$ cat src/rtl/sprite_ram_writer.sv
// Sprite RAM write controller: PTR/DATA/FILL/STATUS registers driving a registered RAM write port.
// RAM writes land one cycle after the bus write; PTR/DATA/FILL writes while busy are dropped and set overrun. SPRITE_WR_PACK_EN packs two pixels per DATA write.
module sprite_ram_writer #(
   parameter int DATA_WIDTH = 12,
   parameter int ADDR_WIDTH = 10
) (
   input  logic                  clk,
   input  logic                  reset_n,
   input  logic                  cs,
   input  logic                  read,
   input  logic                  write,
   input  logic [1:0]            reg_addr,
   input  logic [31:0]           wr_data,
   output logic [31:0]           rd_data,
   output logic                  we,
   output logic [ADDR_WIDTH-1:0] addr_w,
   output logic [DATA_WIDTH-1:0] din,
   output logic                  busy
);

   localparam logic [1:0] REG_PTR    = 2'd0;
   localparam logic [1:0] REG_DATA   = 2'd1;
   localparam logic [1:0] REG_FILL   = 2'd2;
   localparam logic [1:0] REG_STATUS = 2'd3;

   localparam logic [1:0] IDLE = 2'd0;
   localparam logic [1:0] WR1  = 2'd1;
   localparam logic [1:0] FILL = 2'd2;
`ifdef SPRITE_WR_PACK_EN
   localparam logic [1:0] WR2  = 2'd3;
`endif

   localparam logic [ADDR_WIDTH-1:0] ADDR_ONE = {{(ADDR_WIDTH-1){1'b0}}, 1'b1};

   logic [1:0]            state;
   logic [ADDR_WIDTH-1:0] ptr;
   logic [ADDR_WIDTH-1:0] remaining;
   logic                  overrun;
`ifdef SPRITE_WR_PACK_EN
   logic [DATA_WIDTH-1:0] hi_pix;
`endif

   logic bus_wr;
   logic wr_ptr;
   logic wr_pix;
   logic wr_fill;
   logic wr_status;
   logic abort_req;
   logic clr_overrun;
   logic collide;
   logic unused_bits;

   assign bus_wr      = cs & write;
   assign wr_ptr      = bus_wr && (reg_addr == REG_PTR);
   assign wr_pix      = bus_wr && (reg_addr == REG_DATA);
   assign wr_fill     = bus_wr && (reg_addr == REG_FILL);
   assign wr_status   = bus_wr && (reg_addr == REG_STATUS);
   assign abort_req   = wr_status & wr_data[0];
   assign clr_overrun = wr_status & wr_data[1];
   assign busy        = (state != IDLE);
   assign collide     = busy & (wr_ptr | wr_pix | wr_fill);
   // Many wr_data bits are ignored depending on register and build options.
   assign unused_bits = ^wr_data;

   always_comb begin
      rd_data = '0;
      if (cs & read) begin
         case (reg_addr)
            REG_PTR:    rd_data = {{(32-ADDR_WIDTH){1'b0}}, ptr};
            REG_STATUS: rd_data = {30'b0, overrun, busy};
            default:    rd_data = '0;
         endcase
      end
   end

   always_ff @(posedge clk or negedge reset_n) begin
      if (!reset_n) begin
         state     <= IDLE;
         ptr       <= '0;
         remaining <= '0;
         overrun   <= 1'b0;
         we        <= 1'b0;
         addr_w    <= '0;
         din       <= '0;
`ifdef SPRITE_WR_PACK_EN
         hi_pix    <= '0;
`endif
      end else begin
         we <= 1'b0;
         if (collide) begin
            overrun <= 1'b1;
         end else if (clr_overrun) begin
            overrun <= 1'b0;
         end

         case (state)
            IDLE: begin
               if (wr_ptr) begin
                  ptr <= wr_data[ADDR_WIDTH-1:0];
               end else if (wr_pix) begin
                  we     <= 1'b1;
                  addr_w <= ptr;
                  din    <= wr_data[DATA_WIDTH-1:0];
                  ptr    <= ptr + ADDR_ONE;
                  state  <= WR1;
`ifdef SPRITE_WR_PACK_EN
                  hi_pix <= wr_data[16 +: DATA_WIDTH];
`endif
               end else if (wr_fill) begin
                  // A count of zero wraps to all-ones remaining, i.e. a full-RAM fill.
                  we        <= 1'b1;
                  addr_w    <= ptr;
                  din       <= wr_data[DATA_WIDTH-1:0];
                  ptr       <= ptr + ADDR_ONE;
                  remaining <= wr_data[16 +: ADDR_WIDTH] - ADDR_ONE;
                  state     <= FILL;
               end
            end
            WR1: begin
`ifdef SPRITE_WR_PACK_EN
               we     <= 1'b1;
               addr_w <= ptr;
               din    <= hi_pix;
               ptr    <= ptr + ADDR_ONE;
               state  <= WR2;
`else
               state  <= IDLE;
`endif
            end
`ifdef SPRITE_WR_PACK_EN
            WR2: begin
               state <= IDLE;
            end
`endif
            FILL: begin
               // din keeps the fill colour; ptr always points at the next unwritten word.
               if (abort_req || (remaining == '0)) begin
                  state <= IDLE;
               end else begin
                  we        <= 1'b1;
                  addr_w    <= ptr;
                  ptr       <= ptr + ADDR_ONE;
                  remaining <= remaining - ADDR_ONE;
               end
            end
            default: begin
               state <= IDLE;
            end
         endcase
      end
   end

endmodule

$ cat config.mk
export PLATFORM = sky130hd
export DESIGN_NAME = sprite_ram_writer
export DESIGN_NICKNAME = d
export VERILOG_FILES = /design/src/rtl/sprite_ram_writer.sv
export SDC_FILE = /design/constraint.sdc
export NUM_CORES = 1
export LEC_CHECK = 0
export BUFFER_PORTS_ARGS = -buffer_cell sky130_fd_sc_hd__buf_2
export CORE_ASPECT_RATIO = 0.7
export CORE_MARGIN = 2
export CORE_UTILIZATION = 42
export DETAILED_ROUTE_END_ITERATION = 8
export PLACE_DENSITY = 0.79
export SETUP_SLACK_MARGIN = 0.15
export SLEW_MARGIN = 10
export SYNTH_ARGS = -nofsm -noshare
export SYNTH_HDL_FRONTEND = slang
export SYNTH_SLANG_ARGS = --single-unit
$ cat constraint.sdc
create_clock -name clk -period 2.7 [get_ports clk]
set_clock_uncertainty 0.05 [all_clocks]
set_input_delay 0.27 -clock clk [delete_from_list [all_inputs] [get_ports clk]]
set_output_delay 0.27 -clock clk [all_outputs]
set_load 0.05 [all_outputs]
======== Yosys cells after proc, flatten, opt, wreduce, memory -nomap -nowiden ========
Index checks and enable logic that the tools add are counted.
storage, ports and cells
  flip-flop bits (word level) ............. 46
  input bits .............................. 39
  output and inout port bits .............. 56
  logic and storage cells ................. 77
operators by class
  add/sub/neg operators ................... 3
  equal/unequal tests ..................... 11
  mux-type cells .......................... 31
  bitwise logic cells ..................... 8
  reductions and logical operators ........ 17
operators by type and width
  kind                     number
  $mux W10                 12
  $pmux W10 S2             4
  $mux W32                 1
  $mux W12                 2
  $sub A10 B1 Y10 const B  2
  $add A10 B1 Y10 const B  1
  $logic_not A10 Y1        1
  $ne A2 B2 Y1 const B     5
  $reduce_and A3 Y1        3
  $mux W2                  4
  $reduce_bool A2 Y1       4
  $eq A2 B2 Y1 const B     3
  $mux W1                  6
  $and A1 B1 Y1            5
  $reduce_and A5 Y1        1
  $logic_and A1 B1 Y1      4
  $logic_not A2 Y1         2
  $ne A4 B4 Y1 const B     1
  $pmux W2 S2              1
  $reduce_and A4 Y1        1
  $ne A3 B3 Y1 const B     1
  $eq A2 B1 Y1 const B     1
  $or A1 B1 Y1             2
  $pmux W1 S2              1
  other kinds (2)          2

======== Logic depth before layout (Yosys ltp) ========
  depth in word-level cells ............... 6
  gate-level depth with buffers ........... 10
  gate-level depth less buffers ........... 8

======== Least setup slack after synthesis ========
Ideal clock, no wire load.
  path type ............................... flip-flop to flip-flop
  from .................................... reg state[0]
  to ...................................... reg remaining[6]
  setup time .............................. 0.127 ns
  arrival time ............................ 2.287 ns
  required time ........................... 2.523 ns
  setup slack ............................. 0.237 ns
  cell stages (with the launch flop) ...... 11
  buffers on the path ..................... 2
  clock period less this slack ............ 2.463 ns
  cell sequence ........................... dfrtp_1 -> nand2b_1 -> buf_6 -> buf_2 -> mux2i_1 -> ha_1 -> nor2b_1 -> mux2i_1 -> or3_4 -> mux2i_1 -> o2bb2a_1
between the ends
  word-level cells in the longest chain between the ends .. 3
  elaborated cells between the ends (all ways) .. 9
  those cells by class .................... eq/ne: 5; mux: 1; reduce/logical: 3
RTL lines
  item                                                                 RTL line  RTL
  from (decl)                                                          35        logic [1:0] state;
  from (signal assigned)                                               78        state <= IDLE;
  from (signal assigned)                                               105       state <= WR1;
  from (signal assigned)                                               116       state <= FILL;
  $eq A2 B2 Y1 or $logic_not A2 Y1 (tied branches)                     96        case (state)
  $ne A2 B2 Y1 (no source line) or $reduce_bool A2 Y1 (tied branches)  -
  $reduce_and A5 Y1 (no source line)                                   -
  to (signal assigned)                                                 115       remaining <= wr_data[16 +: ADDR_WIDTH] - ADDR_ONE;
  to (signal assigned)                                                 143       remaining <= remaining - ADDR_ONE;
  to (decl)                                                            37        logic [ADDR_WIDTH-1:0] remaining;
Several ways; a longest one is shown, not always the timed one.
A chain may end at the register's enable or synchronous reset.

======== Final worst setup path ========
Same ends and word-level chain as after synthesis.

==> results.cfg <==
[run_status]
status = finished, final reports clean

[clocking]
cts-root-buf = clkbuf_8
clk_pin_slew_ps = 80
postCtsSetupBuffers = 0
clkLatencyLatePin_ps = 300
h-tree-depth = 2
cts-buffers-inserted = 5
clkSinkCount = 46
cts_tree = done
cts_buffer_depth = 2

[place]
port_buffers = 62
place_congestion = 0.894
pre_cts_ws_ps = 182
hpwl_um = 4830

[global_routing]
grt_usage_pct = 19.3
overflow = 0
grt_pass1_wl_um = 11000
grt_max_degree = 28
first_global_vias = 2277
antenna_found_initial = 0

[sta]
fmax_ghz = 0.405
final_max_slew_viol_count = 0
whs_ps = 149
hold_viol = 0
slew_headroom_pct = 52.9
period_needed_ps = 2470
rsz0062_at_grt = no
fin_ws_ps = 233
setup_viol = 0
post-route-period-util_pct = 91.4
final.setup.tns_ps = 0
tightestPinTransition_ps = 706

[setup_path]
cp.arrival_ps = 2600
critPathBufInv = 0
critPathMostFrequentCell = mux2i_1
cp_slowest_cell = or3_4
cp_max_fo = 4
path_cells = nand2b_2 -> mux2i_2 -> ha_2 -> nor2b_2 -> mux2i_1 -> or3_4 -> mux2i_1 -> o2bb2a_1
cp-end-kind = register
setup.worst_path.start_class = register
cp_top_family = simple AND/OR/NAND/NOR gates
rrSetupSlack_ps = 230
crit_required_ps = 2840
critPathKind = register to register
slowest_delay_ps = 430

[synthesis]
yosys.area.top_type = dfrtp_1
ys_top_cells_by_area = dfrtp_1 43%, mux2_2 9.2%, buf_4 6.2%
synth_compound_area_share_pct = 15.6
synth_area_um2 = 2680
synth_top_family_by_area = simple AND/OR/NAND/NOR gates
ys_warn_count = 0
yosys.area_share.simple_pct = 16.1
ys_seq_area_share_pct = 42.9
synthMuxAreaShare_pct = 12.4
synth-seq-cells = 46
synthFlopType = dfrtp_1
synth_cell_types = 51
async_reset_ff_share_pct = 100
synthAdderAreaFrac_pct = 2.80
synth_xor_area_share_pct = 0.653
syn_avg_cell_area_um2 = 9.72
synth_edf_count = 0
synth_top_area_share_pct = 42.9
postSynthCellCount = 276

[routing]
dr.first_iter.drc_count = 154
post_drt_wl_per_cell_um = 15.0
ant_nets = 0
drtPass1Iterations = 4
drc_errors = 0
viasPerCell = 5.35
drt_wl_total_um = 6360
vias = 2265

[power_and_ir_drop]
powerDensity_nw_per_um2 = 1240
power.share.clock_pct = 15.5
pwr-share-seq_pct = 32.5
netSwitchingPower_mw = 1.89
peakVddDrop_mv = 0.551
p_comb_share_pct = 52.0
swShare_pct = 47.9
power.leakage_nw = 1.55
p_total_mw = 3.94
internal_power_mw = 2.05

[floorplanning]
die_h_um = 70.9
die_area_um2 = 7050
coreArea_um2 = 6220
num_rows = 24
initial_core_util_pct = 43.2
ioPinCount = 95
die_w_um = 99.5

[finish]
nets = 389
n_antenna_cell = 0
layout-drive-gt1-share_pct = 31.9
area_delta_synth_final_pct = 18.5

[flow_run]
drv_cap = 0

[worst_hold_path]
hold_class = input port to register
==> kinds of logic after synthesis <==
family | count (synthesis)
and+or+nand+nor | 87
buffers and inverters | 41
other | 1
AOI/OAI and AO/OA | 63
muxes | 30
xor gates and xnor gates | 2
DFF | 46
adders and majority gates | 6
==> registers in the layout (all words and copies together), names as in the netlist <==
register and cells:
din 12, addr_w 10, ptr 10, remaining 10
state 2, overrun 1, we 1
==> cell type report <==
class                   instances  area (um^2)
inverters                       9         33.8
flip-flops and latches         46         1150
fillers                       578         3040
well taps                      78         97.6
clock inverters                 3         68.8
repair buffers                 72          388
multi-input cells             210         1370
clock buffers                   5         68.8
==> power groups by stage <==
| stage | combinational (mW) | sequential, mW | clock (mW) |
|---|---|---|---|
| floorplan | 1.01 | 1.84 | 0 |
| CTS | 2.04 | 1.27 | 0.631 |
| detailed placement | 2.03 | 1.28 | 0 |
| global route | 2.21 | 1.34 | 0.662 |
| global placement | 1.99 | 1.27 | 0 |
| finish | 2.05 | 1.28 | 0.609 |
==> through the flow <==
| stage | area (um^2) | utilization, % | cells |
|---|---|---|---|
| floorplan | 2760 | - | 297 |
| global placement | 3020 | 48.6 | 414 |
| finish | 3180 | 51.1 | 423 |
| CTS | 3170 | 50.9 | 423 |
| detailed placement | 3020 | 48.6 | 414 |
| global route | 3180 | 51.1 | 423 |
==> repair_timing <==
| action | in CTS | in global routing |
|---|---|---|
| hold endpoints to repair | 25 | 0 |
| gates resized for setup | 0 | 4 |
| hold buffers | 1 | 0 |
| endpoints found under the setup margin | 0 | 2 |
==> routing by layer <==
layer	track usage, %	up-vias	share of wire (%)
met4	5.02	0	0.96
met3	3.46	7	8.3
li1	-	1079	-
met2	30.4	94	45
met1	27.8	1085	46
met5	0	-	0
==> final timing paths <==
check,start,to,cells after the start
min in group asynchronous,reset_n,addr_w[7]$_DFFE_PN0P_,2
setup reg to reg,state[0]$_DFFE_PN0P_,remaining[6]$_DFFE_PN0P_,8
hold / removal,wr_data[11],din[11]$_DFFE_PN0P_,2
hold reg to reg,addr_w[2]$_DFFE_PN0P_,addr_w[2]$_DFFE_PN0P_,2
setup / recovery,state[0]$_DFFE_PN0P_,remaining[6]$_DFFE_PN0P_,8
max in group asynchronous,reset_n,din[1]$_DFFE_PN0P_,3
==> placed cells by master (no fill, tap or decap), drive strengths merged, types with 2 or more instances in the layout <==
master,n
a21oi,12
nor4,2
nand2b,3
or3,3
xor2,2
clkbuf,5
inv,9
o22ai,3
mux2,23
a22oi,5
bufinv,2
o21ai,19
ha,6
nand3b,2
nand3,7
nor2,20
conb,22
a32oi,2
and2,9
o21a,2
dfrtp,46
a31oi,4
nor2b,3
and3,3
mux2i,7
o2bb2a,2
nor3,7
nand4,3
buf,71
nand2,23
==> synth_stat cells, drive strengths merged (4+ instances only) <==
master,n
dfrtp,46
inv,9
ha,6
nor3,7
mux2i,7
o21ai,19
a21oi,12
buf,27
nand3,7
nor2,20
clkbuf,5
a22oi,5
mux2,23
a31oi,4
and2,9
nand2,23
Power figures use the tool's default switching activity.
